[src/rtl/multi_ch_idle_clk_gating.sv]
// Multi-channel idle-hysteresis clock gating controller: one raw_clk, synchronised per-channel
// requests, an OFF/ON/HOLD hold-off FSM and a latch-based glitch-free gate on every channel.
module multi_ch_idle_clk_gating #(
   parameter int CH_NUM      = 4,
   parameter int STAGE_NUM   = 2,
   parameter int IDLE_CYCLES = 16
) (
   input  logic              raw_clk,
   input  logic              rst_n,
   input  logic [CH_NUM-1:0] active,
   input  logic [CH_NUM-1:0] bypass,
   input  logic              force_on,
   output logic [CH_NUM-1:0] gen_clk,
   output logic [CH_NUM-1:0] clk_on,
   output logic              all_idle
);

   localparam int CNT_W = (IDLE_CYCLES > 0) ? $clog2(IDLE_CYCLES + 1) : 1;
   localparam logic [CNT_W-1:0] HOLD_INIT = CNT_W'((IDLE_CYCLES > 0) ? IDLE_CYCLES - 1 : 0);

   typedef enum logic [1:0] {
      ST_OFF  = 2'd0,
      ST_ON   = 2'd1,
      ST_HOLD = 2'd2
   } state_t;

   // Reset synchroniser: asserts asynchronously, releases after STAGE_NUM edges.
   logic [STAGE_NUM-1:0] rst_sync_q;
   logic [STAGE_NUM-1:0] rst_sync_d;
   logic                 sync_rst_n;

   always_comb rst_sync_d = {rst_sync_q[STAGE_NUM-2:0], 1'b1};

   always_ff @(posedge raw_clk or negedge rst_n) begin
      if (!rst_n) begin
         rst_sync_q <= '0;
      end else begin
         rst_sync_q <= rst_sync_d;
      end
   end

   assign sync_rst_n = rst_sync_q[STAGE_NUM-1];

   // force_on is merged before synchronisation so each channel sees one request bit.
   logic [CH_NUM-1:0] req;
   logic [CH_NUM-1:0] req_sync_q [STAGE_NUM];
   logic [CH_NUM-1:0] req_sync_d [STAGE_NUM];
   logic [CH_NUM-1:0] sreq;

   assign req = active | {CH_NUM{force_on}};

   always_comb begin
      req_sync_d[0] = req;
      for (int s = 1; s < STAGE_NUM; s++) begin
         req_sync_d[s] = req_sync_q[s-1];
      end
   end

   always_ff @(posedge raw_clk or negedge sync_rst_n) begin
      if (!sync_rst_n) begin
         for (int s = 0; s < STAGE_NUM; s++) begin
            req_sync_q[s] <= '0;
         end
      end else begin
         for (int s = 0; s < STAGE_NUM; s++) begin
            req_sync_q[s] <= req_sync_d[s];
         end
      end
   end

   assign sreq = req_sync_q[STAGE_NUM-1];

   logic [CH_NUM-1:0] en;
   logic [CH_NUM-1:0] off_d;

   for (genvar gi = 0; gi < CH_NUM; gi++) begin : g_ch
      state_t           state_q;
      state_t           state_d;
      logic [CNT_W-1:0] cnt_q;
      logic [CNT_W-1:0] cnt_d;
      logic             en_ch;
      logic             en_lat;

      always_ff @(posedge raw_clk or negedge sync_rst_n) begin
         if (!sync_rst_n) begin
            state_q <= ST_OFF;
            cnt_q   <= '0;
         end else begin
            state_q <= state_d;
            cnt_q   <= cnt_d;
         end
      end

      always_comb begin
         state_d = state_q;
         cnt_d   = cnt_q;
         case (state_q)
            ST_OFF: begin
               if (sreq[gi]) begin
                  state_d = ST_ON;
               end
            end
            ST_ON: begin
               if (!sreq[gi]) begin
                  if (IDLE_CYCLES == 0) begin
                     state_d = ST_OFF;
                  end else begin
                     state_d = ST_HOLD;
                     cnt_d   = HOLD_INIT;
                  end
               end
            end
            ST_HOLD: begin
               // A returning request wins over an expiring count.
               if (sreq[gi]) begin
                  state_d = ST_ON;
                  cnt_d   = '0;
               end else if (cnt_q == '0) begin
                  state_d = ST_OFF;
               end else begin
                  cnt_d = cnt_q - CNT_W'(1);
               end
            end
            default: begin
               state_d = ST_OFF;
               cnt_d   = '0;
            end
         endcase
      end

      always_comb en_ch = (state_q != ST_OFF);

      assign en[gi]    = en_ch;
      assign off_d[gi] = (state_d == ST_OFF);

      // Transparent while raw_clk is low, so enable changes never cut a high phase short.
      always_latch begin
         if (!sync_rst_n) begin
            en_lat <= bypass[gi];
         end else if (!raw_clk) begin
            en_lat <= en_ch | bypass[gi];
         end
      end

      assign gen_clk[gi] = raw_clk & en_lat;
   end

   logic all_idle_q;
   logic all_idle_d;

   always_comb all_idle_d = &off_d;

   always_ff @(posedge raw_clk or negedge sync_rst_n) begin
      if (!sync_rst_n) begin
         all_idle_q <= 1'b1;
      end else begin
         all_idle_q <= all_idle_d;
      end
   end

   assign clk_on   = en;
   assign all_idle = all_idle_q;

endmodule
[config.mk]
export PLATFORM = sky130hd
export DESIGN_NAME = multi_ch_idle_clk_gating
export DESIGN_NICKNAME = d
export VERILOG_FILES = /design/src/rtl/multi_ch_idle_clk_gating.sv
export SDC_FILE = /design/constraint.sdc
export NUM_CORES = 1
export LEC_CHECK = 0
export BUFFER_PORTS_ARGS = -buffer_cell sky130_fd_sc_hd__buf_4
export CORE_MARGIN = 5
export CORE_UTILIZATION = 33
export DETAILED_ROUTE_END_ITERATION = 6
export GPL_TIMING_DRIVEN = 0
export PLACE_DENSITY_LB_ADDON = 0.15
export SLEW_MARGIN = 20
export SYNTH_ARGS = -nofsm -noshare
export SYNTH_HDL_FRONTEND = slang
export SYNTH_SLANG_ARGS = --single-unit
[constraint.sdc]
create_clock -name raw_clk -period 1.7 [get_ports raw_clk]
set_input_delay 0.17 -clock raw_clk [delete_from_list [all_inputs] [get_ports raw_clk]]
set_output_delay 0.17 -clock raw_clk [all_outputs]
set_load 0.05 [all_outputs]
==> results of run 1 <==
-- cells in the mapped netlist (3+ instances only) --
library cell,number,area share (%)
nand2_1,18,2.8
a31oi_1,5,1.3
o22ai_1,3,0.79
or2_2,6,1.6
buf_4,4,1.3
nor2b_1,4,1.0
or3_1,3,0.79
dfrtp_1,38,40
nand2b_1,5,1.3
nand3_1,4,0.84
ha_1,24,13
and2_1,4,1.0
a21o_1,6,1.9
nor3_1,6,1.3
o21ai_1,3,0.63
o21ai_0,37,7.7
inv_1,29,4.6
a21oi_1,17,3.6
dlxtp_1,4,2.5
nor2_1,19,3.0
-- state kept, by name, indices dropped and copies added (netlist names) --
signal and cells:
rst_sync_q 2, req_sync_d 4, g_ch.en_lat 4, g_ch.state_q 8
all_idle 1, sreq 4, g_ch.cnt_q 20
-- cells in the final DEF, fill, tap and decap left out, drive strengths merged, types with 4 or more instances in the layout --
cell / instances
a21oi: 17
ha: 24
nor2b: 4
o21ai: 40
nand3: 4
buf: 44
nand2: 18
nor2: 19
inv: 29
or2: 6
a21o: 6
dlxtp: 4
and2: 4
clkbuf: 25
nor3: 6
dlygate4sd3: 14
a31oi: 5
nand2b: 5
dfrtp: 38
-- power by group --
group	leakage (uW)	internal, uW	total, uW	switching (uW)
Combinational	0.000868	1770	3710	1950
Clock	0.000216	1340	2250	908
Sequential	0.000516	1220	1460	236
Total	0.00160	4330	7420	3090
-- metal layers --
metal | share of wire (%) | GRT usage (%) | vias to the layer above
met1 | 42 | 15.72 | 1033
met4 | 2.8 | 13.22 | 0
met2 | 50 | 22.16 | 59
li1 | - | - | 1069
met5 | 0 | 0 | -
met3 | 4.9 | 8.051 | 20
-- cell type report --
| type | instances | area (sq um) |
|---|---|---|
| clock buffers | 29 | 371.6 |
| multi-input cells | 187 | 1420 |
| plain buffers | 4 | 33.78 |
| repair buffers | 50 | 467.9 |
| fillers | 665 | 3560 |
| flip-flops and latches | 43 | 1044 |
| clock inverters | 1 | 5.005 |
| inverters | 29 | 111.4 |
| well taps | 99 | 123.9 |
-- stage by stage --
stage                     utilization (%)  std cells  setup TNS [ns]
final                               50.12        442          -2.399
after global routing                50.12        442          -3.711
after CTS                           48.02        439          -2.330
after detailed placement            37.68        382          -3.499
after global placement              37.68        382          -3.582
after floorplan                         -        264         -0.1853
-- cells by family after synthesis --
kind of cell	Yosys count
AOI/OAI and AO/OA	84
adders and majority gates	24
buffers and inverters	34
DFF	39
latches	4
muxes	1
other	1
and+or+nand+nor	77
-- critical path, delay by kind of cell, from the launching register on --
kind | cells | cell delay, ns
latches | 1 | 0.34
AND/OR/NAND/NOR | 1 | 0.15
buffers and inverters | 1 | 0.13
-- worst paths after layout --
check                      depth (start not counted)                to              from
min in group asynchronous                          0  g_ch[3].cnt_q[0]     rst_sync_q[1]
setup / recovery                                   2        gen_clk[1]    g_ch[1].en_lat
max in group gated                                 0        clock gate     rst_sync_q[1]
setup reg to reg                                   7          all_idle  g_ch[2].cnt_q[0]
min in group raw_clk                               0           sreq[2]     req_sync_d[2]
max in group asynchronous                          1          all_idle     rst_sync_q[1]
hold reg to reg                                    0  g_ch[3].cnt_q[0]     rst_sync_q[1]
hold / removal                                     0        clock gate     rst_sync_q[1]
-- timing repair --
item                                   in CTS  in global routing
pin swaps                                   9                 12
hold buffers                               14                  0
gates resized for setup                    41                 51
setup buffers                              17                  4
endpoints found under the hold margin      10                  0
setup endpoints to repair                  32                 37
==> results by group, run 1 <==
Logic synthesis
  – XOR/XNOR Fraction of Synth Area: 0%
  – Post-synth EDFFs: 0
  – Yosys cell types: 40
  – Avg Synthesized Cell Area: 9.057 sq um
  – Ys Warns: 0
  – Main flop type after synthesis: dfrtp_1
  – Mapped Area: between 2000 and 2500 sq um
  – Largest family of logic cells by synthesized area: compound AO/OA/AOI/OAI gates
  – Area share of fa/ha/maj cells after synthesis: 12.56%
  – Synth Area in Compound Gates: around a fifth
  – Post-synthesis async set-or-reset flop share: 90.70%
  – Fraction of synthesized area in multiplexers: 0.4186%
  – Synthesized instance count: about 260
  – #FFs+latches synth: 43
  – Mapped Nets: between 200 and 300
  – Post-Synth Simple-Gate Area: between 10% and 20%

Setup path
  – CP Max Fanout: 1
  – CP Data Required Time: between 1.5 and 2 ns
  – Crit path capture type: primary output
  – Critical Path Source Type: latch
  – Worst stage delay on the critical path: 0.34 ns
  – Critical path's slowest cell: dlxtp_1
  – Worst R2R Setup Slack: -0.33 ns
  – Type of the worst setup path: latch to primary output
  – Crit path arrival time: a little over 2 ns
  – CP cell instances: and2_4, buf_8

Timing
  – Setup violators final: 17
  – Pins Over Slew Limit: 0
  – Worst hold slack: 0.03597 ns
  – Fin worst setup slack: -0.4961 ns
  – Final hold vios: 0
  – RSZ-0062 raised after global routing: yes
  – Clock Skews: 0.03181 ns

Flow run
  – Max capacitance violation total: 0

Finish
  – Area Overhead vs Synth: 49.61%
  – Post-layout nets: 376
  – Final Cell Area: 3577 sq um
  – Layout cell share with drive strength beyond 1: 38.78%
  – # diodes: 0

Die
  – Top Ports: 20
  – # rows: 31
  – Initial Utilization: between 30% and 40%
  – Core Box Area: 7137 sq um
  – Die area: about 9000 sq um
  – Die Ht: 95.12 microns
  – Die Wd: approximately 95 microns

GRT
  – Antenna violations before repair: 0
  – Pin count of the biggest net entering global routing: 23
  – Vias in the first global route: between 2000 and 2500
  – Tot GR Track Use: 15.15%
  – Global-route wire length before repair: 9873 microns
  – Total gr overflow: 0

Detailed routing
  – Routed vias/inst: 4.934
  – Routed wire per std cell: 13.20 microns
  – Routed vias: ~2200
  – Drt total wl: 5833 microns
  – DRC: 0
  – Antenna Nets Post-Route: 0
  – Drt first pass iters: 4
  – 1st-iter DRT viols: 57

Placed design
  – Port Buffer Count: 19
  – Post-detail-place hpwl: 3441 microns
  – GPL Wtd Cong: approximately 0.8
  – Area post-placement: 2689 sq um
  – Setup Slack @ Placement: -0.3383 ns

Clock tree
  – TritonCTS clock tree: yes
  – Clock slew at reported path FFs: 0.07 ns
  – Clock Latency Late Sink: ~0.53 ns

Power and ir drop
  – IR drop worst, VDD: 0.5373 mV
  – LEAKAGE: roughly 0.0016 uW
  – P per Cell Area: 2075 nW/um^2
  – Total power: between 7000 and 8000 uW

Worst hold path
  – Min-delay worst type: register to clock gate

Status
  – Failing checks: setup timing
  – Status: finished with violations
Note: power is estimated with default switching activity, not from simulation.
==> run 2, diff against run 1 <==
--- a/config.mk
+++ b/config.mk
@@ -5,6 +5,7 @@
 export SDC_FILE = /design/constraint.sdc
 export NUM_CORES = 1
 export LEC_CHECK = 0
+export ABC_AREA = 1
 export BUFFER_PORTS_ARGS = -buffer_cell sky130_fd_sc_hd__buf_4
 export CORE_MARGIN = 5
 export CORE_UTILIZATION = 33
==> run 2 against run 1 <==
The flow now stops in 5_1_grt. Synthesized cell count up 24%. Synthesized area up 8.0%.
==> results by group, run 2 <==
Status
  – Status: aborted with a tool error
  – Failed at: 5_1_grt
  – Err: [ERROR GRT-0232] Routing congestion too high. Check the congestion heatmap in the GUI.

Placed design
  – GPL Wtd Cong: a little under 0.8
  – Port Buffer Count: 19
  – Post-detail-place hpwl: 3717 microns
  – Setup Slack @ Placement: -0.3060 ns

Logic synthesis
  – Post-synthesis async set-or-reset flop share: 90.70%
  – Largest area contributor in the netlist: dfrtp_1
  – Main flop type after synthesis: dfrtp_1
  – Mapped Area: 2581 sq um
  – Mapped Nets: around 360
  – Top cell type's share of synthesized area: 36.84%
  – Avg Synthesized Cell Area: just under 8 sq um
  – Yosys cell types: 36
  – #FFs+latches synth: 43
  – Ys Warns: 0
  – Synth top area cells: dfrtp_1 (37%), ha_1 (12%), nand2_1 (10%)
  – Post-synth EDFFs: 0
  – Count leader, synth: nand2_1
  – Synthesized instance count: 328
  – Commonest cells post-synth: nand2_1 (72), inv_1 (58), dfrtp_1 (38), ha_1 (24), a21oi_1 (23)

Die
  – Initial Utilization: 33.58%
  – Die Ht: between 90 and 100 microns
  – Top Ports: 20
  – # rows: 32
  – Die Wd: 98.44 microns

GRT
  – Pin count of the biggest net entering global routing: 20
  – Total gr overflow: 131100
  – Tot GR Track Use: 1959%
==> run 2: cell count changes after synthesis, sizes merged, moves of 5 or more <==
cell / previous run / this run
a21o: 6 / 0
a21oi: 17 / 24
inv: 29 / 66
nand2: 18 / 77
nand2b: 5 / 0
nand3: 4 / 21
o21ai: 40 / 16
==> run 2: through the flow <==
step | area, sq um | instances | hold slack, ns
4_1_cts | 3595 | 504 | 0.1820
2_1_floorplan | 2600 | 328 | -0.2148
3_3_place_gp | 2870 | 449 | -0.1389
3_5_place_dp | 2870 | 449 | -0.1405
==> run 2: cells by family after synthesis <==
| logic type | count (synthesis) | synth area share [%] |
|---|---|---|
| latches | 4 | 2.327 |
| buf+inv | 70 | 10.95 |
| compound gates | 58 | 12.94 |
| xor+xnor | 1 | 0.3394 |
| fa+ha+maj | 24 | 11.63 |
| flops | 39 | 37.86 |
| other cells | 1 | 0.1453 |
| simple gates | 131 | 23.80 |
==> run 2: timing repair <==
action / CTS
endpoints found under the hold margin: 11
hold buffers: 15
setup buffers: 13
resized for setup: 27
pin swaps: 5
endpoints found under the setup margin: 12
==> run 2: metal layers <==
layer | track usage (%) | GRT overflow
met5 | 0.5128 | 0
met4 | 6895 | 65530
met3 | 4646 | 65530
met2 | 20.07 | 0
met1 | 15.06 | 0
